### config.mk
export PLATFORM = sky130hd
export DESIGN_NAME = program_loader
export DESIGN_NICKNAME = d
export VERILOG_FILES = /design/src/rtl/program_loader_pkg.sv /design/src/rtl/program_loader_byte_assembler.sv /design/src/rtl/program_loader.sv
export SDC_FILE = /design/constraint.sdc
export NUM_CORES = 1
export LEC_CHECK = 0
export ABC_AREA = 1
export CAP_MARGIN = 20
export CORE_MARGIN = 3
export CORE_UTILIZATION = 25
export DETAILED_ROUTE_END_ITERATION = 12
export GPL_ROUTABILITY_DRIVEN = 0
export PLACE_DENSITY = 0.52
export RECOVER_POWER = 50
export SETUP_SLACK_MARGIN = 0.05
export SLEW_MARGIN = 20
export SYNTH_ARGS = -nofsm -noshare
export SYNTH_HDL_FRONTEND = slang
export SYNTH_HIERARCHICAL = 1
export SYNTH_SLANG_ARGS = --single-unit
export TNS_END_PERCENT = 100
### constraint.sdc
create_clock -name clk -period 1.7 [get_ports clk]
set_input_delay 0.34 -clock clk [delete_from_list [all_inputs] [get_ports clk]]
set_output_delay 0.34 -clock clk [all_outputs]
set_load 0.05 [all_outputs]
### src/rtl/program_loader_pkg.sv
// Shared types and protocol constants for the UART program loader.
package loader_pkg;

  typedef enum logic [3:0] {
    ST_IDLE,
    ST_HELLO_REQ,
    ST_HELLO_WAIT,
    ST_HDR,
    ST_DATA,
    ST_ACK_REQ,
    ST_ACK_WAIT,
    ST_DONE,
    ST_ERR
  } loader_state_t;

  localparam logic [7:0] HELLO_BYTE = 8'hAA;
  localparam logic [7:0] NACK_BYTE  = 8'h55;

  // Bytes per big-endian word, shared by the length header and the data words.
  localparam int unsigned HDR_BYTES = 4;

endpackage

### src/rtl/program_loader_byte_assembler.sv
// Collects four MSB-first bytes into a 32-bit word and strobes word_valid
// for one cycle, the cycle after the fourth byte was accepted.
module byte_assembler
  import loader_pkg::*;
(
  input  logic        clk,
  input  logic        rst,
  input  logic        i_clear,
  input  logic [7:0]  i_rx_data,
  input  logic        i_rx_ready,
  output logic [31:0] o_word,
  output logic        o_word_valid
);

  localparam logic [1:0] LAST_BYTE = 2'(HDR_BYTES - 1);

  logic [1:0]  r_cnt;
  logic [31:0] r_word;
  logic        r_valid;

  // Shift in accepted bytes; the byte counter wraps 3->0 on its own.
  always_ff @(posedge clk) begin
    if (rst || i_clear) begin
      r_cnt   <= '0;
      r_word  <= '0;
      r_valid <= 1'b0;
    end else begin
      r_valid <= 1'b0;
      if (i_rx_ready) begin
        r_word <= {r_word[23:0], i_rx_data};
        r_cnt  <= r_cnt + 2'd1;
        if (r_cnt == LAST_BYTE) r_valid <= 1'b1;
      end
    end
  end

  assign o_word       = r_word;
  assign o_word_valid = r_valid;

endmodule

### src/rtl/program_loader.sv
// Boot-time UART program loader: sends a hello byte, receives a word count
// and that many big-endian words, writes them to instruction memory and
// acknowledges with a success or nack byte.
module program_loader #(
  parameter int unsigned INST_SIZE  = 10,
  parameter logic [7:0]  HELLO_BYTE = loader_pkg::HELLO_BYTE,
  parameter logic [7:0]  NACK_BYTE  = loader_pkg::NACK_BYTE
) (
  input  logic                 clk,
  input  logic                 rst,
  input  logic                 start,
  input  logic [7:0]           rx_data,
  input  logic                 rx_ready,
  input  logic                 tx_busy,
  output logic [7:0]           tx_data,
  output logic                 tx_start,
  output logic                 imem_we,
  output logic [INST_SIZE-1:0] imem_addr,
  output logic [31:0]          imem_wdata,
  output logic                 load_done,
  output logic                 load_err
);

  import loader_pkg::*;

  localparam logic [31:0] MAX_WORDS = 32'(1) << INST_SIZE;

  loader_state_t      r_state;
  logic               r_first;
  logic               r_nack;
  logic [INST_SIZE:0] r_k;
  logic [INST_SIZE:0] r_n;
  logic [7:0]         r_tx_data;
  logic               r_tx_start;
  logic               r_done;
  logic               r_err;

  logic               w_asm_en;
  logic               w_asm_rx;
  logic               w_word_valid;
  logic [31:0]        w_word;

  // Bytes are only consumed while receiving the header or data words.
  assign w_asm_en = (r_state == ST_HDR) || (r_state == ST_DATA);
  assign w_asm_rx = rx_ready && w_asm_en;

  byte_assembler u_asm (
    .clk          (clk),
    .rst          (rst),
    .i_clear      (!w_asm_en),
    .i_rx_data    (rx_data),
    .i_rx_ready   (w_asm_rx),
    .o_word       (w_word),
    .o_word_valid (w_word_valid)
  );

  // Protocol sequencer with registered tx request, counters and status flags.
  always_ff @(posedge clk) begin
    if (rst) begin
      r_state    <= ST_IDLE;
      r_first    <= 1'b0;
      r_nack     <= 1'b0;
      r_k        <= '0;
      r_n        <= '0;
      r_tx_data  <= '0;
      r_tx_start <= 1'b0;
      r_done     <= 1'b0;
      r_err      <= 1'b0;
    end else begin
      r_tx_start <= 1'b0;
      case (r_state)
        ST_IDLE: begin
          if (start) begin
            r_tx_data <= HELLO_BYTE;
            r_state   <= ST_HELLO_REQ;
          end
        end
        ST_HELLO_REQ: begin
          if (!tx_busy) begin
            r_tx_start <= 1'b1;
            r_first    <= 1'b1;
            r_state    <= ST_HELLO_WAIT;
          end
        end
        ST_HELLO_WAIT: begin
          r_first <= 1'b0;
          if (!r_first && !tx_busy) r_state <= ST_HDR;
        end
        ST_HDR: begin
          if (w_word_valid) begin
            if (w_word > MAX_WORDS) begin
              r_nack    <= 1'b1;
              r_tx_data <= NACK_BYTE;
              r_state   <= ST_ACK_REQ;
            end else if (w_word == '0) begin
              r_nack    <= 1'b0;
              r_tx_data <= HELLO_BYTE;
              r_state   <= ST_ACK_REQ;
            end else begin
              r_n     <= w_word[INST_SIZE:0];
              r_k     <= '0;
              r_state <= ST_DATA;
            end
          end
        end
        ST_DATA: begin
          // The write itself is the combinational strobe below; here only
          // the word index advances or the load completes.
          if (w_word_valid) begin
            if (r_k + 1'b1 == r_n) begin
              r_nack    <= 1'b0;
              r_tx_data <= HELLO_BYTE;
              r_state   <= ST_ACK_REQ;
            end else begin
              r_k <= r_k + 1'b1;
            end
          end
        end
        ST_ACK_REQ: begin
          if (!tx_busy) begin
            r_tx_start <= 1'b1;
            r_first    <= 1'b1;
            r_state    <= ST_ACK_WAIT;
          end
        end
        ST_ACK_WAIT: begin
          r_first <= 1'b0;
          if (!r_first && !tx_busy) begin
            if (r_nack) begin
              r_err   <= 1'b1;
              r_state <= ST_ERR;
            end else begin
              r_done  <= 1'b1;
              r_state <= ST_DONE;
            end
          end
        end
        ST_DONE: r_state <= ST_DONE;
        ST_ERR:  r_state <= ST_ERR;
        default: r_state <= ST_IDLE;
      endcase
    end
  end

  assign tx_data    = r_tx_data;
  assign tx_start   = r_tx_start;
  assign imem_we    = w_word_valid && (r_state == ST_DATA);
  assign imem_addr  = r_k[INST_SIZE-1:0];
  assign imem_wdata = w_word;
  assign load_done  = r_done;
  assign load_err   = r_err;

endmodule
==> flow_metrics.tcl, run 1 <==
set metrics [dict create \
    dr.pass1.iters 4 \
    yosysSeqAreaShare_pct 36.50 \
    cts-root-buf "clkbuf_16" \
    grtUsageTotal_pct 12.76 \
    synth-seq-cells 68 \
    status "finished, violations left" \
    final_nets 723 \
    min-delay-start "u_asm/o_word[2]$_SDFFE_PP0P_" \
    grt-ovfl-total 0 \
    via_count 3825 \
    fmax_ghz 0.5164 \
    worstPathRequired_ps 1920 \
    cts_tree "built" \
    grt_max_degree 40 \
    syn-num-nets 596 \
    clockBufferDepth 2 \
    p_int_uw 3721 \
    hold_class "reg -> reg" \
    switching_power_uw 2206 \
    combinationalPowerShare_pct 40.0 \
    final_cells 896 \
    min_path_cells 2 \
    p_leak_uw 0.002241 \
    hold_violations 0 \
    hold_slack_ps 467.1 \
    setup-violations-final 28 \
    r2r_cells 15 \
    syn_area_per_cell_um2 6.420 \
    wire_per_inst_um 11.60 \
    power_density_mw_per_mm2 1074 \
    grt_pass1_wl_mm 17.38 \
    grt_pass1_vias 3803 \
    num_rows 44 \
    p_sw_share_pct 37.22 \
    violations "setup timing" \
    syn_area_mm2 0.003730 \
    die_y_um 128.1 \
    drcViolationCount 0 \
    initial_core_util_pct 25.57 \
    slew_viol_final 0 \
    clkPwrFrac_pct 30.2 \
    post-route-min-period_ps 1937 \
    core_area_mm2 0.01459 \
    ant_nets 0 \
    clkSinkCount 68 \
    slew-limit-headroom_pct 59.75 \
    crit_path_start_kind "flip-flop" \
    crit_type "reg -> reg" \
    holdBufCountCts 0 \
    fp.dieW_um 128.1 \
    htree_levels 3 \
    synth.area.top_cells "dfxtp_1 (36%), nand2_1 (15%), nor2_1 (13%)" \
    synth.top_cell.area_share_pct 36.50 \
    drt_iter0_drc 167 \
    cp-end-kind "flip-flop" \
    numPortBuffers 66 \
    min_period_over_period_pct 113.9 \
    dieArea_mm2 0.01642 \
    synth_top_area_cell "dfxtp_1" \
    yosysUniqueCellTypes 28 \
    r2r_end "r_k[0]$_SDFFE_PP0P_" \
    dpl.hpwl_mm 7.488 \
    rsz0062_at_grt "true" \
    io_pins 67 \
    dpl.cell_count 867 \
    wirelength_mm 10.39 \
    insertion_delay_ps 330 \
    vias_per_cell 4.269 \
    layout-drive-gt1-share_pct 36.52 \
    tightest_slew_ps 606.4 \
    antenna_found_initial 0 \
    crit_path_max_fanout 11 \
    whs_endpoint "r_n[2]$_SDFFE_PP0P_" \
    clk_pin_slew_ps 60 \
    cap_violations 0 \
    worst_ep_arrival_time_ps 2160 \
    numCtsBuffers 9 \
    p_seq_share_pct 29.8 \
    diodes 0 \
    r2r_start "r_k[0]$_SDFFE_PP0P_" \
    skew_ps 4.920 \
    timing.final.ws_setup_ps -236.7 \
    reg2reg_slack_ps -240 \
    irDropWorstVdd_uv 618.3 \
    synth_cells 581 \
    area_growth_pct 47.94 \
    ys_warn_count 6 \
]
power groups by stage:
stage	registers (uW)	clock network (uW)	logic [uW]
after CTS	1760	1860	2220
after floorplan	1920	0	1380
final	1770	1790	2370
after detailed placement	1780	0	2130
after global routing	1780	1930	2620
after global placement	1780	0	2100
kinds of logic after synthesis:
logic type               Yosys count  synth area share, %
flip-flops                        68                36.50
AND/OR/NAND/NOR                  345                38.98
buffers and inverters            123                15.93
XOR/XNOR                           3               0.7046
adder cells (fa/ha/maj)            2               0.6708
AO/OA/AOI/OAI                     40                7.212
state kept, by name, indices dropped and copies added, names as in the netlist:
| signal | cells |
|---|---|
| u_asm/o_word | 32 |
| r_k | 11 |
| r_nack | 1 |
| u_asm/o_word_valid | 1 |
| r_first | 1 |
| load_err | 1 |
| r_n | 11 |
| u_asm/r_cnt | 2 |
| tx_start | 1 |
| tx_data | 2 |
| load_done | 1 |
| r_state | 4 |
cells in the mapped netlist (all sizes together):
cell type	instances
nand2	155
nor2	133
inv	86
dfxtp	68
buf	34
nand3	33
a21oi	21
nand4	16
a211oi	10
nor3	7
o21ai	6
clkbuf	3
ha	2
xor2	2
a31oi	1
nand3b	1
o211ai	1
o221a	1
xnor2	1
layer usage:
layer | GRT usage, % | part of all wire (%) | up-vias
met3 | 4.333 | 6.1 | 9
li1 | - | - | 2026
met2 | 20.76 | 46 | 78
met1 | 15.93 | 47 | 1712
met5 | 0 | 0 | -
met4 | 3.933 | 0.94 | 0
placed cells by master (no fill, tap or decap), types with 11 or more instances in the layout:
cell,count
nand2_1,137
nor2_1,106
buf_4,83
inv_1,73
dfxtp_1,38
dfxtp_2,27
clkbuf_2,24
nand3_1,21
clkbuf_1,18
nand4_1,16
nor2_2,15
nand2_2,15
inv_2,13
buf_12,13
nor2_4,12
a21oi_2,12
clkdlybuf4s50_1,12
nand3_2,11
worst max-delay path, stage by stage, from the launching register on:
cell and delay [ps]:
dfxtp_4 360, ha_4 270, inv_2 30, nand2_1 40
nand2_1 40, nor2_1 90, nand3_1 100, nor2_2 140
nand3_2 100, nor2_4 180, buf_4 140, nand2_4 90
nand3_1 110, nand2_1 50, nand2_1 50, nor2_1 40
timing repair:
| item | in CTS | in global routing |
|---|---|---|
| gates resized for setup | 33 | 43 |
| hold endpoints to repair | 0 | 0 |
| pin swaps | 3 | 11 |
| gates cloned | 4 | 0 |
| setup buffers | 3 | 7 |
| endpoints found under the setup margin | 30 | 31 |
per-stage QoR:
step / area (um2) / worst slack, ps / TNS [ps] / power [uW] / utilization, %
floorplan: 3842 / -23.68 / -47.37 / 3302 / -
global placement: 5039 / -262.8 / -3719 / 3876 / 34.54
detailed placement: 5039 / -309.6 / -4620 / 3906 / 34.54
CTS: 5441 / -180.9 / -2856 / 5837 / 37.30
global route: 5518 / -414.7 / -8424 / 6333 / 37.82
finish: 5518 / -236.7 / -3749 / 5927 / 37.82
cell type report:
class                      instances  area, um2
sequential                        68       1406
timing repair buffer             152       1236
inverter                          86      322.8
multi-input combinational        391       2046
clock buffer                      12      236.5
fill                            1537       9071
tap                              184      230.2
clock inverter                     3      40.04
worst max path at each step:
stage | startpoint | end | slack [ps] | cells after the start
detailed placement | r_k[3]$_SDFFE_PP0P_ | r_k[0]$_SDFFE_PP0P_ | -310 | 13
floorplan | r_k[0]$_SDFFE_PP0P_ | tx_data[5]$_SDFFE_PP0P_ | -20 | 14
finish | r_k[0]$_SDFFE_PP0P_ | r_k[0]$_SDFFE_PP0P_ | -240 | 15
CTS | r_k[1]$_SDFFE_PP0P_ | r_nack$_SDFFE_PP0P_ | -180 | 14
global route | r_k[1]$_SDFFE_PP0P_ | r_k[0]$_SDFFE_PP0P_ | -410 | 15
global placement | r_k[3]$_SDFFE_PP0P_ | r_k[0]$_SDFFE_PP0P_ | -260 | 13
(Power assumes the default switching activity.)
==> run 2: changes to the inputs <==
--- a/config.mk
+++ b/config.mk
@@ -6,14 +6,13 @@
 export NUM_CORES = 1
 export LEC_CHECK = 0
 export ABC_AREA = 1
-export CAP_MARGIN = 20
 export CORE_MARGIN = 3
 export CORE_UTILIZATION = 25
 export DETAILED_ROUTE_END_ITERATION = 12
 export GPL_ROUTABILITY_DRIVEN = 0
 export PLACE_DENSITY = 0.52
 export RECOVER_POWER = 50
-export SETUP_SLACK_MARGIN = 0.05
+export SETUP_SLACK_MARGIN = 0.4
 export SLEW_MARGIN = 20
 export SYNTH_ARGS = -nofsm -noshare
 export SYNTH_HDL_FRONTEND = slang
==> run 2 against run 1 <==
Compared with the run above: the flow still finishes with violations (setup timing); clock power is 14% higher; maximum frequency is 2.2% higher; sequential power hardly changed; design area is 27% higher; critical path depth is 3 lower; total power is 27% higher; sequential share of layout area is 4.6 points lower; non-clock buffer count is 53 higher; routed wire length is 25% higher; first-iteration DRC count is 20% higher; via count is 10% higher.
==> flow_metrics.tcl, run 2 (synthesized netlist as in run 1, its figures left out) <==
set metrics [dict create \
    status "finished, violations left" \
    violations "setup timing" \
    irDropWorstVdd_uv 674.3 \
    reg2reg_slack_ps -200 \
    crit_path_start_kind "flip-flop" \
    ant_nets 0 \
    final_nets 776 \
    clkSinkCount 68 \
    whs_endpoint "load_err$_SDFFE_PP0P_" \
    cap_violations 0 \
    min_path_cells 2 \
    hold_class "reg -> reg" \
    layout_commonest_cell "nand2_1" \
    cp-end-kind "flip-flop" \
    vias_per_cell 4.429 \
    r2r_end "r_k[1]$_SDFFE_PP0P_" \
    dpl.hpwl_mm 7.569 \
    dieArea_mm2 0.01642 \
    worstPathRequired_ps 1960 \
    diodes 0 \
    die_y_um 128.1 \
    power_density_mw_per_mm2 1072 \
    slew-limit-headroom_pct 60.17 \
    core_area_mm2 0.01459 \
    num_rows 44 \
    timing.final.ws_setup_ps -195.9 \
    initial_core_util_pct 25.57 \
    area_growth_pct 87.52 \
    numCtsBuffers 9 \
    crit_type "reg -> reg" \
    p_leak_uw 0.002851 \
    skew_ps 7.573 \
    insertion_delay_ps 340 \
    numPortBuffers 66 \
    wirelength_mm 13.00 \
    grt_pass1_vias 4369 \
    fillCellCount 1362 \
    drcViolationCount 0 \
    grtUsageTotal_pct 15.41 \
    grt_pass1_wl_mm 20.44 \
    cts-root-buf "clkbuf_16" \
    hold_violations 0 \
    final_cells 950 \
    largest_reg_flops 32 \
    htree_levels 3 \
    antenna_found_initial 0 \
    dr.pass1.iters 4 \
    fmax_ghz 0.5275 \
    slew_viol_final 0 \
    dp_slack_ps -268.8 \
    rsz0062_at_grt "true" \
    report.power.total_uw 7498 \
    tightest_slew_ps 600.1 \
    min_period_over_period_pct 111.5 \
    r2r_start "r_k[0]$_SDFFE_PP0P_" \
    drt_iter0_drc 200 \
    final_cell_mix "nand2_1 (92), nor2_1 (79), buf_4 (73)" \
    io_pins 67 \
    wire_per_inst_um 13.68 \
    crit_path_max_fanout 11 \
    dpl.cell_count 875 \
    cts_tree "built" \
    r2r_cells 12 \
    grt_max_degree 16 \
    layout-drive-gt1-share_pct 54.83 \
    post-route-min-period_ps 1896 \
    clk_pin_slew_ps 60 \
    worst_ep_arrival_time_ps 2160 \
    fp.dieW_um 128.1 \
    clockBufferDepth 2 \
    min-delay-start "load_err$_SDFFE_PP0P_" \
    via_count 4208 \
    setup-violations-final 52 \
    grt-ovfl-total 0 \
]
==> run 2: through the flow <==
stage	instance area (um2)	setup TNS (ps)	util (%)	hold WS [ps]
floorplan	3925	-47.32	-	415.9
global placement	5140	-4241	35.23	462.5
detailed placement	5140	-4855	35.23	474.7
CTS	6638	-3885	45.50	485.6
global route	6994	-9740	47.94	501.6
finish	6994	-3821	47.94	480.7
==> run 2: final cells by class <==
cell class	count	area [um2]	share of cell area (%)
Multi-Input combinational cell	391	2364	33.79
Inverter	86	325.3	4.651
Clock inverter	3	41.29	0.5903
Tap cell	184	230.2	3.292
Timing Repair Buffer	205	2291	32.75
Sequential cell	68	1461	20.89
Clock buffer	13	281.5	4.025
==> run 2: how the worst max path moves through the flow <==
stage	start	to	slack, ps	cells after the start
finish	r_k[0]$_SDFFE_PP0P_	r_k[1]$_SDFFE_PP0P_	-200	12
global route	r_k[0]$_SDFFE_PP0P_	r_k[0]$_SDFFE_PP0P_	-330	14
CTS	r_k[0]$_SDFFE_PP0P_	r_k[1]$_SDFFE_PP0P_	-190	13
detailed placement	r_k[2]$_SDFFE_PP0P_	r_k[0]$_SDFFE_PP0P_	-270	14
global placement	r_k[1]$_SDFFE_PP0P_	r_k[0]$_SDFFE_PP0P_	-240	14
floorplan	r_k[0]$_SDFFE_PP0P_	tx_data[5]$_SDFFE_PP0P_	-20	14
==> run 2: power by group <==
group,total [uW],switching (uW),internal (uW)
Combinational,3690,1960,1730
Sequential,1760,90.8,1670
Clock,2040,740,1300
Total,7500,2790,4700
==> run 2: critical path, cell delays in order (launching register included) <==
cell and delay [ps]:
dfxtp_4 370, inv_1 60, nor2_1 210, nand2_1 130, nor2_2 140, nand2_1 100
nand3_2 80, nand2_2 60, nor2_4 180, nand3_2 110, nand3_4 160, nand2_1 70
a21oi_1 140
==> run 2: layer usage <==
| layer | share of wire [%] | vias up | wire [um] | GRT usage [%] |
|---|---|---|---|---|
| li1 | - | 2144 | - | - |
| met1 | 42 | 1933 | 5462 | 17.77 |
| met2 | 50 | 107 | 6494 | 26.40 |
| met3 | 5.8 | 24 | 759 | 5.292 |
| met4 | 2.2 | 0 | 283 | 5.618 |
| met5 | 0 | - | 0 | 0 |
==> run 2: timing repair <==
item,4_1_cts,5_1_grt
setup endpoints to repair,113,95
hold buffers,0,0
buffers inserted,29,15
resized for setup,181,117
pin swaps,47,40
gates cloned,15,0
